### src/rtl/bcd_sevenseg_counter_if.sv
// Control and display bundle for bcd_sevenseg_counter: count controls in,
// BCD count, segment drive and status pulses out.
interface bcd_sevenseg_counter_if #(
  parameter int unsigned DIGITS = 2
);
  logic                  en;
  logic                  up;
  logic                  load;
  logic [4*DIGITS-1:0]   load_value;
  logic [4*DIGITS-1:0]   bcd;
  logic [7*DIGITS-1:0]   seg;
  logic                  wrap;
  logic                  err;

  modport master (
    output en, up, load, load_value,
    input  bcd, seg, wrap, err
  );

  modport slave (
    input  en, up, load, load_value,
    output bcd, seg, wrap, err
  );
endinterface

### src/rtl/bcd_sevenseg_counter.sv
// Multi-digit BCD up/down counter with terminal-count wrap, validated load
// and registered seven-segment drive (optional leading-zero blanking).
module bcd_sevenseg_counter #(
  parameter int unsigned DIGITS     = 2,
  parameter int unsigned MAX_COUNT  = 63,
  parameter int unsigned ACTIVE_LOW = 1,
  parameter int unsigned LZ_BLANK   = 0
) (
  input  logic                    clk,
  input  logic                    rst,
  bcd_sevenseg_counter_if.slave   bus
);

  localparam int unsigned W = 4 * DIGITS;

  function automatic logic [W-1:0] to_bcd(input int unsigned v);
    logic [W-1:0] r;
    int unsigned  p;
    r = '0;
    p = 1;
    for (int unsigned d = 0; d < DIGITS; d++) begin
      r[4*d +: 4] = 4'((v / p) % 10);
      p = p * 10;
    end
    return r;
  endfunction

  function automatic logic [W-1:0] bcd_inc(input logic [W-1:0] v);
    logic [W-1:0] r;
    logic         c;
    r = v;
    c = 1'b1;
    for (int unsigned d = 0; d < DIGITS; d++) begin
      if (c) begin
        if (v[4*d +: 4] == 4'd9) r[4*d +: 4] = 4'd0;
        else begin
          r[4*d +: 4] = v[4*d +: 4] + 4'd1;
          c = 1'b0;
        end
      end
    end
    return r;
  endfunction

  function automatic logic [W-1:0] bcd_dec(input logic [W-1:0] v);
    logic [W-1:0] r;
    logic         b;
    r = v;
    b = 1'b1;
    for (int unsigned d = 0; d < DIGITS; d++) begin
      if (b) begin
        if (v[4*d +: 4] == 4'd0) r[4*d +: 4] = 4'd9;
        else begin
          r[4*d +: 4] = v[4*d +: 4] - 4'd1;
          b = 1'b0;
        end
      end
    end
    return r;
  endfunction

  // A load is valid only when every nibble is a decimal digit and the value fits.
  function automatic logic load_ok(input logic [W-1:0] v);
    int unsigned acc;
    int unsigned d;
    logic        ok;
    acc = 0;
    ok  = 1'b1;
    for (int unsigned i = 0; i < DIGITS; i++) begin
      d = DIGITS - 1 - i;
      if (v[4*d +: 4] > 4'd9) ok = 1'b0;
      acc = acc * 10 + {28'd0, v[4*d +: 4]};
    end
    return ok && (acc <= MAX_COUNT);
  endfunction

  function automatic logic [6:0] seg7(input logic [3:0] n);
    case (n)
      4'd0:    seg7 = 7'b0000001;
      4'd1:    seg7 = 7'b1001111;
      4'd2:    seg7 = 7'b0010010;
      4'd3:    seg7 = 7'b0000110;
      4'd4:    seg7 = 7'b1001100;
      4'd5:    seg7 = 7'b0100100;
      4'd6:    seg7 = 7'b0100000;
      4'd7:    seg7 = 7'b0001111;
      4'd8:    seg7 = 7'b0000000;
      4'd9:    seg7 = 7'b0001100;
      default: seg7 = 7'b1111111;
    endcase
  endfunction

  // Walk from the top digit down; zeros stay blank until the first nonzero digit.
  function automatic logic [7*DIGITS-1:0] encode(input logic [W-1:0] v);
    logic [7*DIGITS-1:0] s;
    logic [6:0]          p;
    logic                lead;
    int unsigned         d;
    s    = '0;
    lead = 1'b1;
    for (int unsigned i = 0; i < DIGITS; i++) begin
      d = DIGITS - 1 - i;
      if (v[4*d +: 4] != 4'd0) lead = 1'b0;
      if (LZ_BLANK != 0 && lead && d != 0) p = 7'b1111111;
      else                                 p = seg7(v[4*d +: 4]);
      s[7*d +: 7] = (ACTIVE_LOW != 0) ? p : ~p;
    end
    return s;
  endfunction

  localparam logic [W-1:0]          MAX_BCD  = to_bcd(MAX_COUNT);
  localparam logic [7*DIGITS-1:0]   SEG_ZERO = encode('0);

  logic [W-1:0]          count, nxt;
  logic [7*DIGITS-1:0]   seg_q;
  logic                  wrap_q, err_q, wrap_n, err_n;

  always_comb begin
    nxt    = count;
    wrap_n = 1'b0;
    err_n  = 1'b0;
    if (bus.load) begin
      if (load_ok(bus.load_value)) nxt = bus.load_value;
      else                         err_n = 1'b1;
    end else if (bus.en) begin
      if (bus.up) begin
        if (count == MAX_BCD) begin
          nxt    = '0;
          wrap_n = 1'b1;
        end else nxt = bcd_inc(count);
      end else begin
        if (count == '0) begin
          nxt    = MAX_BCD;
          wrap_n = 1'b1;
        end else nxt = bcd_dec(count);
      end
    end
  end

  // Segments are encoded from the next count so they land on the same edge as bcd.
  always_ff @(posedge clk or posedge rst) begin
    if (rst) begin
      count  <= '0;
      seg_q  <= SEG_ZERO;
      wrap_q <= 1'b0;
      err_q  <= 1'b0;
    end else begin
      count  <= nxt;
      seg_q  <= encode(nxt);
      wrap_q <= wrap_n;
      err_q  <= err_n;
    end
  end

  assign bus.bcd  = count;
  assign bus.seg  = seg_q;
  assign bus.wrap = wrap_q;
  assign bus.err  = err_q;

endmodule

### src/flat_wrapper.sv
// flat-port wrapper written by rule: the top's interface ports become plain ports
module bcd_sevenseg_counter_flat 
#(
  parameter int unsigned DIGITS     = 2,
  parameter int unsigned MAX_COUNT  = 63,
  parameter int unsigned ACTIVE_LOW = 1,
  parameter int unsigned LZ_BLANK   = 0
)
  (clk, rst, bus_en, bus_up, bus_load, bus_load_value, bus_bcd, bus_seg, bus_wrap, bus_err);
  bcd_sevenseg_counter_if #(.DIGITS(DIGITS)) bus_i ();
  input  logic clk;
  input  logic rst;
  input wire logic [$bits(bus_i.en)-1:0] bus_en;
  input wire logic [$bits(bus_i.up)-1:0] bus_up;
  input wire logic [$bits(bus_i.load)-1:0] bus_load;
  input wire logic [$bits(bus_i.load_value)-1:0] bus_load_value;
  output wire logic [$bits(bus_i.bcd)-1:0] bus_bcd;
  output wire logic [$bits(bus_i.seg)-1:0] bus_seg;
  output wire logic [$bits(bus_i.wrap)-1:0] bus_wrap;
  output wire logic [$bits(bus_i.err)-1:0] bus_err;
  assign bus_i.en = bus_en;
  assign bus_i.up = bus_up;
  assign bus_i.load = bus_load;
  assign bus_i.load_value = bus_load_value;
  assign bus_bcd = bus_i.bcd;
  assign bus_seg = bus_i.seg;
  assign bus_wrap = bus_i.wrap;
  assign bus_err = bus_i.err;
  bcd_sevenseg_counter #(.DIGITS(DIGITS), .MAX_COUNT(MAX_COUNT), .ACTIVE_LOW(ACTIVE_LOW), .LZ_BLANK(LZ_BLANK)) u_core (.clk(clk), .rst(rst), .bus(bus_i));
endmodule
### config.mk
export PLATFORM = sky130hd
export DESIGN_NAME = bcd_sevenseg_counter_flat
export DESIGN_NICKNAME = d
export VERILOG_FILES = /design/src/rtl/bcd_sevenseg_counter_if.sv /design/src/rtl/bcd_sevenseg_counter.sv /design/src/flat_wrapper.sv
export SDC_FILE = /design/constraint.sdc
export NUM_CORES = 1
export LEC_CHECK = 0
export CORE_ASPECT_RATIO = 0.7
export CORE_UTILIZATION = 45
export CTS_CLUSTER_DIAMETER = 150
export DETAILED_ROUTE_END_ITERATION = 6
export PLACE_DENSITY = 0.81
export SLEW_MARGIN = 25
export SYNTH_ARGS = -nofsm -noshare
export SYNTH_HDL_FRONTEND = slang
export SYNTH_SLANG_ARGS = --single-unit
### constraint.sdc
create_clock -name clk -period 3.32 [get_ports clk]
set_clock_uncertainty 0.05 [all_clocks]
set_input_delay 0.332 -clock clk [delete_from_list [all_inputs] [get_ports clk]]
set_output_delay 0.332 -clock clk [all_outputs]
set_load 0.01 [all_outputs]
Yosys cells after proc, flatten, opt, wreduce, memory -nomap -nowiden
Memories as Yosys holds them, arrays and structs flattened. A register that Yosys moved wholly into a read port is not among the register bits.
Cells that the tools add are included.
{ "op_classes": {"muxes": 32, "mul": 1, "reduce_logical": 4, "addsub": 5, "n_eq_ne": 3, "magnitude_cmp": 3} }
{ "ops": {"columns": ["cell", "count"], "rows": [
  ["two-way mux 8 bit", 6],
  ["adder 32 x 4 -> 32 bit", 1],
  ["<= comparator 32 x 6 -> 1 bit, second input constant", 1],
  ["two-way mux 4 bit", 6],
  ["two-way mux 1 bit", 20],
  ["adder 4 x 1 -> 4 bit, second input constant", 2],
  ["equality test 4 bit, second input constant", 2],
  ["equality test 8 x 7 -> 1 bit, second input constant", 1],
  ["> comparator 4 bit, second input constant", 2],
  ["zero test 4 bit", 2],
  ["zero test 8 bit", 1],
  ["subtractor 4 x 1 -> 4 bit, second input constant", 2],
  ["multiplier 4 x 3 -> 7 bit, second input constant", 1],
  ["logical AND 1 bit", 1]
]} }
{ "totals": {"out_inout_bits": 24, "in_bits": 13, "memories": 2, "regBits": 10, "mem_bits_ro": 224, "wordCells": 53} }
{ "memory_table": {"columns": ["memory", "words", "width", "read_ports", "rd_ports_with_merged_regs", "write_ports", "line_no", "text"], "rows": [
  ["(no name shown)", 16, 7, 1, 1, 0, "bcd_sevenseg_counter.sv:78", "case (n)"],
  ["(no name shown)", 16, 7, 1, 1, 0, "bcd_sevenseg_counter.sv:78", null]
]} }

Longest topological paths before layout
Gate-level depths: netlist (run 1).
{ "logic_depth": {"depth_word": 11, "ltp_mapped": 15, "ltp_nobuf": 14} }

Least setup slack after synthesis (run 1)
OpenSTA, ideal clock, no wires.
{ "synth_path": {"path_type": "in2reg", "startpoint": "in bus_load_value[5]", "endpoint": "reg u_core.seg_q[1] (netlist: u_core.bus.seg[1])", "arrival_ps": 3591, "setup_time_ps": 131, "n_path_buf": 1, "cell_stages": 15, "required_ps": 3139, "path_slack_ps": -451, "cell_sequence": "ha_1 ha_1 fa_1 nand3_2 or3b_4 o221ai_1 and3_1 buf_6 nor3_1 a211oi_2 inv_1 ha_1 inv_1 mux2_2 a21oi_1"} }
{ "synth_between": {"elab_chain_cells": 7, "word_cells_on_any_way": 10, "cone_classes": "1 x add/sub; 1 x mul; 2 x order compare; 5 x mux; 1 x reduce/logical"} }
{ "synth_lines": {"columns": ["item", "line_no", "text"], "rows": [
  ["start, declared", "flat_wrapper.sv:16", "input wire logic [$bits(bus_i.load_value)-1:0] bus_load_value;"],
  ["branches (longest 4 deep; another with adder 32 x 4 -> 32 bit)", null, null],
  ["logical AND 1 bit *", "bcd_sevenseg_counter.sv:74", "return ok && (acc <= MAX_COUNT);"],
  ["two-way mux 8 bit *", "bcd_sevenseg_counter.sv:123", "if (load_ok(bus.load_value)) nxt = bus.load_value;"],
  ["two-way mux 8 bit *", "bcd_sevenseg_counter.sv:122", "if (bus.load) begin"],
  ["named net u_core.nxt[0]", "bcd_sevenseg_counter.sv:114", "logic [W-1:0] count, nxt;"],
  ["end, declared", "bcd_sevenseg_counter.sv:115", "logic [7*DIGITS-1:0] seg_q;"]
]} }
Mark *: on every way through the listed nets, which the timed path passes. The select of a mux whose other input is x is not followed.

Final worst setup path (run 1)
Ends and elaborated chain as after synthesis.

==> metrics.md, run 1 <==
| Metric | Value |
|---|---|
| Status | finished clean |
| Power Density | 656.5 nW/um^2 |
| Crit end category | flop |
| Total number of vias | 1965 |
| WL/cell | 16.42 um |
| Leakage | 1.223 nW |
| Pre-antenna DRT Iters | 5 |
| Core Box Area | 4065 sq um |
| Root Driver | clkbuf_8 |
| Clk slew on worst S/H paths | 80 ps |
| Min-Delay Path Class | in2async |
| CTS Hold Buffers Added | 0 |
| CTS tree | yes |
| Largest net degree at the start of global routing | 25 |
| Final period util | 96.66% |
| Post-synthesis async set-or-reset flop share | 100.0% |
| Clk sinks | 24 |
| CTS H-Tree Depth | 1 |
| Critical path's largest stage delay | 540 ps |
| Layout area overhead | 42.91% |
| Antenna violations before repair | 0 |
| Placer Congestion | 0.9151 |
| Vias in the first global route | 1847 |
| Yosys warns | 0 |
| Peak supply drop | 0.0005440 V |
| Share of layout cells above drive strength 1 | 30.04% |
| Final Power | 0.001863 W |
| Post-place setup slack | -662.4 ps |
| Critical path peak fanout | 7 |
| Detailed Place HPWL | 4210 um |
| Register area share after synthesis | 30.37% |
| Final #Nets | 322 |
| Startpoint types | primary input |
| Post-synth EDFFs | 0 |
| Final WS setup | 110.8 ps |
| Post-route ant nets | 0 |
| Fmax | 0.3116 GHz |
| Worst-path cell chain | buf_6 > ha_4 > ha_4 > fa_1 > nand3_2 > or3b_4 > o221ai_4 > and3_4 > buf_4 > a211oi_4 > inv_2 > ha_2 > inv_2 > mux2_2 > a21oi_1 |
| Antenna Cells | 0 |
| Slew HR | 42.62% |
| Num CTS Buffers | 3 |
| Syn_area_per_cell | 9.279 sq um |
| CP max-delay cell | fa_1 |
| Worst skew pair latency | 260 ps |
| Most frequent cells in the layout | buf_4, clkdlybuf4s50_1, dfrtp_1, inv_1, ha_1 |
| Period minus WS final | 3209 ps |
| Post-synth cell types | 56 |
| DR iter-0 viols | 251 |
| Commonest non-fill, non-tap cell in the layout | buf_4 |
| Die width | 81.40 um |
| Yosys reg bits | 24 |
| Clk buf depth | 2 |
| WP data required | 3460 ps |
| Die H | 57.58 um |
| Reg2reg setup slack | 180 ps |
| Endpoints failing hold | 0 |
| Die area | 4686 sq um |
| # rows | 19 |
| Total Wirelength | 5501 um |
| Vias per inst | 5.866 |
| First-pass GRT wire length | 9101 um |
| Setup-failing EPs final | 0 |
| Initial Utilization | 48.85% |
| # port buffers | 36 |
| Residual DRC count | 0 |
| Mapped Nets | 251 |
| Critical path class | in2reg |
| Worst Max-Slew Pin Slew | 855.4 ps |
| Post-Synthesis Cells | 214 |
| Total grt overflow | 0 |
| Mapped cell area | 1986 sq um |
| All-Layer GR Usage | 25.43% |
| Synth Flop Type | dfrtp_1 |
| Critical Path AT | 3350 ps |
| WHS | 392.6 ps |
| I/O Pins | 37 |
| Max-slew violations | 0 |
| Maxcap violations | 0 |
metrics by stage:
stage	instance area (sq um)	setup TNS (ps)	utilization (%)	std cells
final	2838	0	69.81	335
after global routing	2838	-14.73	69.81	335
after global placement	2705	-7686	66.54	327
after CTS	2793	0	68.70	334
after floorplan	2081	-298.4	-	214
after detailed placement	2705	-10150	66.54	327
power by group:
group	internal (W)	switching [W]
clock	0.0000810	0.0000851
combinational	0.000607	0.000557
sequential	0.000417	0.000115
total	0.00111	0.000758
area by class of cell:
type / count / area [sq um]
clock buffer: 3 / 41.29
fill: 305 / 1227
inverter: 23 / 88.84
multi-input combinational: 155 / 1368
sequential: 24 / 603.1
tap: 52 / 65.06
timing repair buffer: 78 / 671.9
routing by layer:
metal	global-route usage [%]	wire, um	vias to the layer above
li1	-	-	922
met1	38.22	2560	950
met2	38.81	2521	91
met3	5.440	399	2
met4	1.786	19	0
met5	0	0	-
flip-flops by register name, indices dropped and copies added, names as in the netlist:
name	cells
u_core.bus.seg	14
u_core.bus.bcd	8
u_core.bus.err	1
u_core.bus.wrap	1
synthesized netlist by cell type (2+ instances only):
master / count / share of area (%)
dfrtp_1: 22 / 28
ha_1: 22 / 14
inv_1: 21 / 4.0
nor2_1: 12 / 2.3
a21oi_1: 11 / 2.8
nand2_1: 11 / 2.1
nor3_1: 9 / 2.3
o21ai_0: 9 / 2.3
clkbuf_1: 7 / 1.3
a311oi_1: 6 / 2.6
mux2i_1: 6 / 3.0
nand3_1: 6 / 1.5
a31oi_1: 5 / 1.6
and3_1: 5 / 1.6
nand4_1: 4 / 1.3
nor2b_1: 4 / 1.3
a211oi_2: 3 / 1.9
nand2b_1: 3 / 0.95
a211oi_1: 2 / 0.76
a221o_1: 2 / 1.0
a22oi_1: 2 / 0.76
and2_1: 2 / 0.63
buf_2: 2 / 0.50
dfstp_2: 2 / 2.6
fa_1: 2 / 2.0
mux2_2: 2 / 1.1
o221ai_1: 2 / 0.88
o22ai_1: 2 / 0.63
timing repair:
item                                    4_1_cts  5_1_grt
pin swaps                                    11       15
endpoints found under the setup margin       17       14
endpoints found under the hold margin         0        0
buffers inserted                              4        1
resized for setup                            15       15
final timing paths:
kind	start	to	depth (start not counted)
hold / removal	rst	u_core.bus.seg[12]$_DFF_PP0_	2
setup reg to reg	u_core.bus.bcd[0]$_DFF_PP0_	u_core.bus.seg[10]$_DFF_PP0_	10
setup / recovery	bus_load_value[5]	u_core.bus.seg[1]$_DFF_PP0_	15
hold reg to reg	u_core.bus.bcd[7]$_DFF_PP0_	u_core.bus.seg[7]$_DFF_PP1_	3
min in group clk	bus_load_value[4]	u_core.bus.bcd[4]$_DFF_PP0_	3
max in group asynchronous	rst	u_core.bus.bcd[5]$_DFF_PP0_	2
kinds of logic after synthesis:
group / synth area share [%]
compound gates: 23.06
fa+ha+maj: 15.88
buf+inv: 8.192
flops: 30.37
mux: 4.159
simple gates: 18.34
critical path, delay by kind of cell:
kind	cells	cell delay, ps
AND/OR/NAND/NOR	3	840
multiplexers	1	250
buffers and inverters	4	350
adder cells (fa/ha/maj)	4	1120
AO/OA/AOI/OAI	3	450
Power figures use the tool's default switching activity.
==> inputs of run 2 (changes only) <==
--- a/config.mk
+++ b/config.mk
@@ -7,9 +7,11 @@
 export LEC_CHECK = 0
 export CORE_ASPECT_RATIO = 0.7
 export CORE_UTILIZATION = 45
+export CTS_BUF_LIST = sky130_fd_sc_hd__clkbuf_8
 export CTS_CLUSTER_DIAMETER = 150
 export DETAILED_ROUTE_END_ITERATION = 6
 export PLACE_DENSITY = 0.81
+export SETUP_SLACK_MARGIN = 0.2
 export SLEW_MARGIN = 25
 export SYNTH_ARGS = -nofsm -noshare
 export SYNTH_HDL_FRONTEND = slang
==> run 2 against run 1 <==
Non-clock buffer count increased by 12. Combinational power grew 8%. Global-route usage increased by 1.7 points. Total power grew 4.1%. Sequential share of layout area is 1.0 points lower. Via count up 4.4%. Register-to-register slack about the same. Die area unchanged. Routed wire length is 7.3% higher. Hold slack lost 5.7 ps. Design area increased by 5.0%. Fmax is 3.1% lower. Critical path type unchanged. Largest power group unchanged.
==> metrics.md, run 2 (synthesis results as in run 1) <==
| Metric | Value |
|---|---|
| CTS tree | yes |
| Root Driver | clkbuf_8 |
| Final period util | 99.78% (+3.1 points) |
| Power Density | 651.0 nW/um^2 (-0.85%) |
| CTS H-Tree Depth | 1 (unchanged) |
| Core Box Area | 4065 sq um (unchanged) |
| Die area | 4686 sq um (unchanged) |
| Period minus WS final | 3313 ps (+103.4 ps) |
| Min-Delay Path Class | in2async |
| Most frequent cells in the layout | buf_4, clkdlybuf4s50_1, dfrtp_1, inv_1, ha_1 |
| P_int | 0.001155 W (+4.5%) |
| Endpoints failing hold | 0 (unchanged) |
| Final #Nets | 334 (+3.7%) |
| Share of layout cells above drive strength 1 | 35.25% (+5.2 points) |
| Leakage | 1.283 nW (+4.9%) |
| All-Layer GR Usage | 27.12% (+1.7 points) |
| Placer Congestion | 0.8746 (-4.4%) |
| Post-place setup slack | -663.7 ps (-1.285 ps) |
| Clk buf depth | 2 (unchanged) |
| Critical path's largest stage delay | 560 ps (+20 ps) |
| Critical path class | in2reg |
| Initial Utilization | 48.85% (unchanged) |
| Num CTS Buffers | 3 (unchanged) |
| Antenna Cells | 0 (unchanged) |
| Placed insts | 329 (+0.61%) |
| Clock network fraction of design power | 8.4% (-0.5 points) |
| Crit end category | flop |
| Total Wirelength | 5903 um (+7.3%) |
| Die width | 81.40 um (unchanged) |
| Maxcap violations | 0 (unchanged) |
| WP data required | 3410 ps (-50 ps) |
| Peak supply drop | 0.0006198 V (+14%) |
| Clk slew on worst S/H paths | 70 ps (about the same) |
| Flop pwr share | 27.3% (-1.3 points) |
| Final Power | 0.001940 W (+4.1%) |
| Critical path peak fanout | 4 (-3) |
| Critical Path AT | 3400 ps (+50 ps) |
| # port buffers | 36 (unchanged) |
| Max-slew violations | 0 (unchanged) |
| Post-route ant nets | 0 (unchanged) |
| Vias in the first global route | 1978 (+7.1%) |
| CP max-delay cell | fa_1 |
| DR iter-0 viols | 177 (-29%) |
| WL/cell | 17.01 um (+3.6%) |
| Reg2reg setup slack | 180 ps (about the same) |
| Worst skew pair latency | 260 ps (about the same) |
| Total number of vias | 2051 (+4.4%) |
| Fmax | 0.3019 GHz (-3.1%) |
| Max reg flops | 14 (unchanged) |
| Die H | 57.58 um (unchanged) |
| Detailed Place HPWL | 4300 um (+2.1%) |
| Post-route insts no fill | 347 (+3.6%) |
| Commonest non-fill, non-tap cell in the layout | buf_4 |
| I/O Pins | 37 (unchanged) |
| Final Util | 73.31% (+3.5 points) |
| WHS | 386.9 ps (-5.695 ps) |
| Switching pwr | 0.0007854 W (+3.7%) |
| Total grt overflow | 0 (unchanged) |
| First-pass GRT wire length | 9653 um (+6.1%) |
| Pre-antenna DRT Iters | 5 (unchanged) |
| Worst Max-Slew Pin Slew | 827.8 ps (-27.63 ps) |
| Status | finished clean |
| Final WS setup | 7.329 ps (-103.4 ps) |
| Layout area overhead | 50.09% |
| Sw frac | 40.48% (-0.19 points) |
| Worst-path cell chain | buf_8 > ha_4 > ha_4 > fa_1 > nand3_2 > or3b_4 > o221ai_4 > buf_4 > a311oi_2 > a211o_1 > buf_4 > ha_1 > mux2i_1 > a22oi_1 |
| Setup-failing EPs final | 0 (unchanged) |
| Slew HR | 44.47% (+1.9 points) |
| RSZ-0062 raised after global routing | yes |
| Clk sinks | 24 (unchanged) |
| Residual DRC count | 0 (unchanged) |
| Largest net degree at the start of global routing | 25 (unchanged) |
| Antenna violations before repair | 0 (unchanged) |
| Combinational power share | 64.3% (+1.8 points) |
| Startpoint types | primary input |
| CTS Hold Buffers Added | 0 (unchanged) |
| # rows | 19 (unchanged) |
| Vias per inst | 5.911 (+0.77%) |
run 2: cell type report:
| type | count | area [sq um] |
|---|---|---|
| tap | 52 | 65.06 |
| fill | 272 | 1085 |
| multi-input combinational | 155 | 1403 |
| inverter | 23 | 91.34 |
| timing repair buffer | 90 | 777.0 |
| clock buffer | 3 | 41.29 |
| sequential | 24 | 603.1 |
run 2: repair_timing:
action,4_1_cts,5_1_grt
pin swaps,16,7
endpoints found under the setup margin,21,16
resized for setup,26,14
gates cloned,0,0
endpoints found under the hold margin,0,0
setup buffers,8,7
run 2: per-layer routing:
metal | global-route usage [%] | vias up | routed length [um]
li1 | - | 950 | -
met1 | 38.74 | 977 | 2668
met2 | 40.71 | 109 | 2676
met3 | 6.880 | 15 | 432
met4 | 6.888 | 0 | 126
met5 | 0 | - | 0
run 2: metrics by stage:
step	TNS (ps)	cell area, sq um
finish	0	2980
global route	-721.4	2980
CTS	0	2869
detailed placement	-9997	2730
global placement	-7905	2730
floorplan	-312.1	2091
run 2: power by group through the flow:
stage	Combinational (W)	Sequential [W]	Clock, W
floorplan	0.000585	0.000547	0
global placement	0.00108	0.000534	0
detailed placement	0.00111	0.000534	0
CTS	0.00116	0.000529	0.000170
global route	0.00135	0.000547	0.000181
finish	0.00125	0.000530	0.000163
run 2: final timing paths:
check | from | end | cells past startpoint
max reg2reg | u_core.bus.bcd[0]$_DFF_PP0_ | u_core.bus.seg[13]$_DFF_PP0_ | 11
min | rst | u_core.bus.bcd[5]$_DFF_PP0_ | 2
min reg2reg | u_core.bus.bcd[3]$_DFF_PP0_ | u_core.bus.wrap$_DFF_PP0_ | 2
max in group asynchronous | rst | u_core.bus.seg[8]$_DFF_PP0_ | 2
min in group clk | bus_load_value[5] | u_core.bus.bcd[5]$_DFF_PP0_ | 4
max | bus_load_value[7] | u_core.bus.seg[10]$_DFF_PP0_ | 14
run 2: worst max-delay path, delay by kind of cell:
family                     cells  cell delay (ps)
buffers and inverters          3              450
adders and majority gates      4             1170
and+or+nand+nor                2              540
muxes                          1              140
AOI/OAI and AO/OA              4              760
==> inputs of run 3 (changes only) <==
--- a/config.mk
+++ b/config.mk
@@ -6,11 +6,12 @@
 export NUM_CORES = 1
 export LEC_CHECK = 0
 export CORE_ASPECT_RATIO = 0.7
-export CORE_UTILIZATION = 45
+export CORE_UTILIZATION = 25
 export CTS_BUF_LIST = sky130_fd_sc_hd__clkbuf_8
 export CTS_CLUSTER_DIAMETER = 150
 export DETAILED_ROUTE_END_ITERATION = 6
-export PLACE_DENSITY = 0.81
+export GPL_TIMING_DRIVEN = 0
+export PLACE_DENSITY = 0.55
 export SETUP_SLACK_MARGIN = 0.2
 export SLEW_MARGIN = 25
 export SYNTH_ARGS = -nofsm -noshare
==> run 3 against run 2 <==
The flow now finishes with violations (negative setup slack). Total power increased by 9.5%. Sequential power decreased by 7.0%. Sequential cell count unchanged. Register-to-register slack got worse by 40 ps. Critical path type unchanged. Largest power group unchanged.
==> metrics.md, run 3 (synthesis results as in run 1) <==
| Metric | Value |
|---|---|
| Placed insts | 348 (+5.8%) |
| Residual DRC count | 0 (unchanged) |
| Combinational power share | 67.4% (+3.1 points) |
| Reg2reg setup slack | 140 ps (-40 ps) |
| # rows | 26 (+7) |
| Most frequent cells in the layout | clkdlybuf4s50_1, buf_4, dfrtp_1, inv_1 |
| First-pass GRT wire length | 9156 um (-5.1%) |
| Critical path peak fanout | 5 (+1) |
| Post-route ant nets | 0 (unchanged) |
| Min-Delay Path Class | in2async |
| Core Box Area | 7482 sq um (+84%) |
| Die width | 108.5 um (+33%) |
| I/O Pins | 37 (unchanged) |
| CTS tree | yes |
| Status | complete, but fails checks |
| Num CTS Buffers | 3 (unchanged) |
| Commonest non-fill, non-tap cell in the layout | clkdlybuf4s50_1 |
| Vias per inst | 5.028 (-15%) |
| Total number of vias | 1961 (-4.4%) |
| Total Wirelength | 5887 um (-0.27%) |
| Initial Utilization | 26.54% (-22 points) |
| Filler cells | 745 (+170%) |
| Worst skew pair latency | 270 ps (about the same) |
| Total grt overflow | 0 (unchanged) |
| Antenna violations before repair | 0 (unchanged) |
| Period minus WS final | 3360 ps (+46.87 ps) |
| WL/cell | 15.09 um (-11%) |
| Root Driver | clkbuf_8 |
| Max-slew violations | 0 (unchanged) |
| Critical Path AT | 3510 ps (+110 ps) |
| Worst Max-Slew Pin Slew | 848.4 ps (+20.63 ps) |
| RSZ-0062 raised after global routing | yes |
| Clk sinks | 24 (unchanged) |
| Final WS setup | -39.54 ps (-46.87 ps) |
| Die area | 8309 sq um (+77%) |
| Slew HR | 43.09% (-1.4 points) |
| WP data required | 3470 ps (+60 ps) |
| Maxcap violations | 0 (unchanged) |
| Vias in the first global route | 1791 (-9.5%) |
| Pre-antenna DRT Iters | 4 (-1) |
| Critical path class | in2reg |
| # port buffers | 36 (unchanged) |
| Final instance area | 3216 sq um (+7.9%) |
| Die H | 76.57 um (+33%) |
| Reg area | 603.1 sq um (unchanged) |
| Layout area overhead | 61.94% |
| Switching pwr | 0.0008541 W (+8.7%) |
| Startpoint types | primary input |
| All-Layer GR Usage | 14.09% (-13 points) |
| Clk slew on worst S/H paths | 80 ps (about the same) |
| Clk buf depth | 2 (unchanged) |
| Leakage | 1.306 nW (+1.8%) |
| Post-DP Area | 2574 sq um (-5.7%) |
| Multi-input logic area | 1521 sq um (+8.5%) |
| P_int | 0.001270 W (+10%) |
| Setup-failing EPs final | 6 (+6) |
| Peak supply drop | 0.0003638 V (-41%) |
| Antenna Cells | 0 (unchanged) |
| Sw frac | 40.21% (-0.28 points) |
| Share of layout cells above drive strength 1 | 36.30% (+1.0 points) |
| WHS | 384.9 ps (-2.032 ps) |
| CTS Hold Buffers Added | 0 (unchanged) |
| Crit end category | flop |
| Max reg flops | 14 (unchanged) |
| Fmax | 0.2977 GHz (-1.4%) |
| Final Power | 0.002124 W (+9.5%) |
| Failing checks | negative setup slack |
| Flop pwr share | 23.2% (-4.1 points) |
| Placer Congestion | 0.8567 (-2.0%) |
| Endpoints failing hold | 0 (unchanged) |
| Largest net degree at the start of global routing | 25 (unchanged) |
| Final period util | 101.2% (+1.4 points) |
| Final #Nets | 330 (-1.2%) |
| Setup_tns | -126.9 ps (-126.9 ps) |
| Post-route insts no fill | 390 (+12%) |
| Power Density | 660.6 nW/um^2 (+1.5%) |
| Detailed Place HPWL | 4032 um (-6.2%) |
| DR iter-0 viols | 112 (-37%) |
| CTS H-Tree Depth | 1 (unchanged) |
| Clock network fraction of design power | 9.4% (+1.0 points) |
==> run 3: changes by cell type in the layout (fill, tap and decap cells not counted), sizes merged <==
cell,delta
clkbuf,+9
dlygate4sd2,+1
buf,-13
clkdlybuf4s50,-1
clkinv,+1
==> run 3: per-stage QoR <==
stage / worst slack [ps] / util [%]
2_1_floorplan: -85.75 / -
6_report: -39.54 / 42.98
5_1_grt: -102.5 / 42.98
3_5_place_dp: -1182 / 34.40
3_3_place_gp: -1116 / 34.40
4_1_cts: 6.924 / 38.01
==> run 3: layout make-up <==
type | count | share of cell area [%]
repair inverters | 1 | 0.1556
plain buffers | 12 | 2.685
multi-input cells | 155 | 47.32
flip-flops and latches | 24 | 18.75
well taps | 98 | 3.813
repair buffers | 73 | 22.49
inverters | 23 | 3.074
clock buffers | 4 | 1.712
==> run 3: path summary, 6_finish.rpt <==
check                                            startpoint                      endpoint  cells after the start
min in group clk                          bus_load_value[5]   u_core.bus.bcd[5]$_DFF_PP0_                      4
max in group asynchronous                               rst      u_core.bus.err$_DFF_PP0_                      2
worst max-delay path                      bus_load_value[5]   u_core.bus.seg[1]$_DFF_PP0_                     17
worst min-delay path                                    rst   u_core.bus.bcd[3]$_DFF_PP0_                      2
worst min register to register  u_core.bus.bcd[4]$_DFF_PP0_   u_core.bus.bcd[4]$_DFF_PP0_                      2
worst max register to register  u_core.bus.bcd[0]$_DFF_PP0_  u_core.bus.seg[10]$_DFF_PP0_                     12
==> run 3: timing repair <==
item,CTS,global route
cloned,1,1
resized for setup,41,41
pin swaps,22,27
setup buffers,14,22
endpoints found under the setup margin,22,15
==> run 3: power groups by stage <==
stage	clock network, W	logic [W]	registers [W]
after global routing	0.000221	0.00155	0.000512
after floorplan	0	0.000585	0.000547
final	0.000199	0.00143	0.000493
after global placement	0	0.00103	0.000504
after CTS	0.000207	0.00114	0.000496
after detailed placement	0	0.00104	0.000501
==> run 3: layer usage <==
layer	up-vias	GRT usage [%]	share of wire, %
li1	944	-	-
met1	948	21.41	47
met2	63	20.70	46
met3	6	3.165	6.5
met4	0	1.351	0.63
met5	-	0	0
==> run 3: worst max-delay path: stages <==
cell and delay, ps:
buf_12 100, ha_4 240, ha_4 150, fa_1 580, nand3_2 90, or3b_4 440, o221ai_4 270, and3_4 270
buf_12 120, buf_6 90, a211oi_4 50, buf_6 160, inv_6 70, ha_4 120, inv_2 30, mux2_4 260
a21oi_2 120
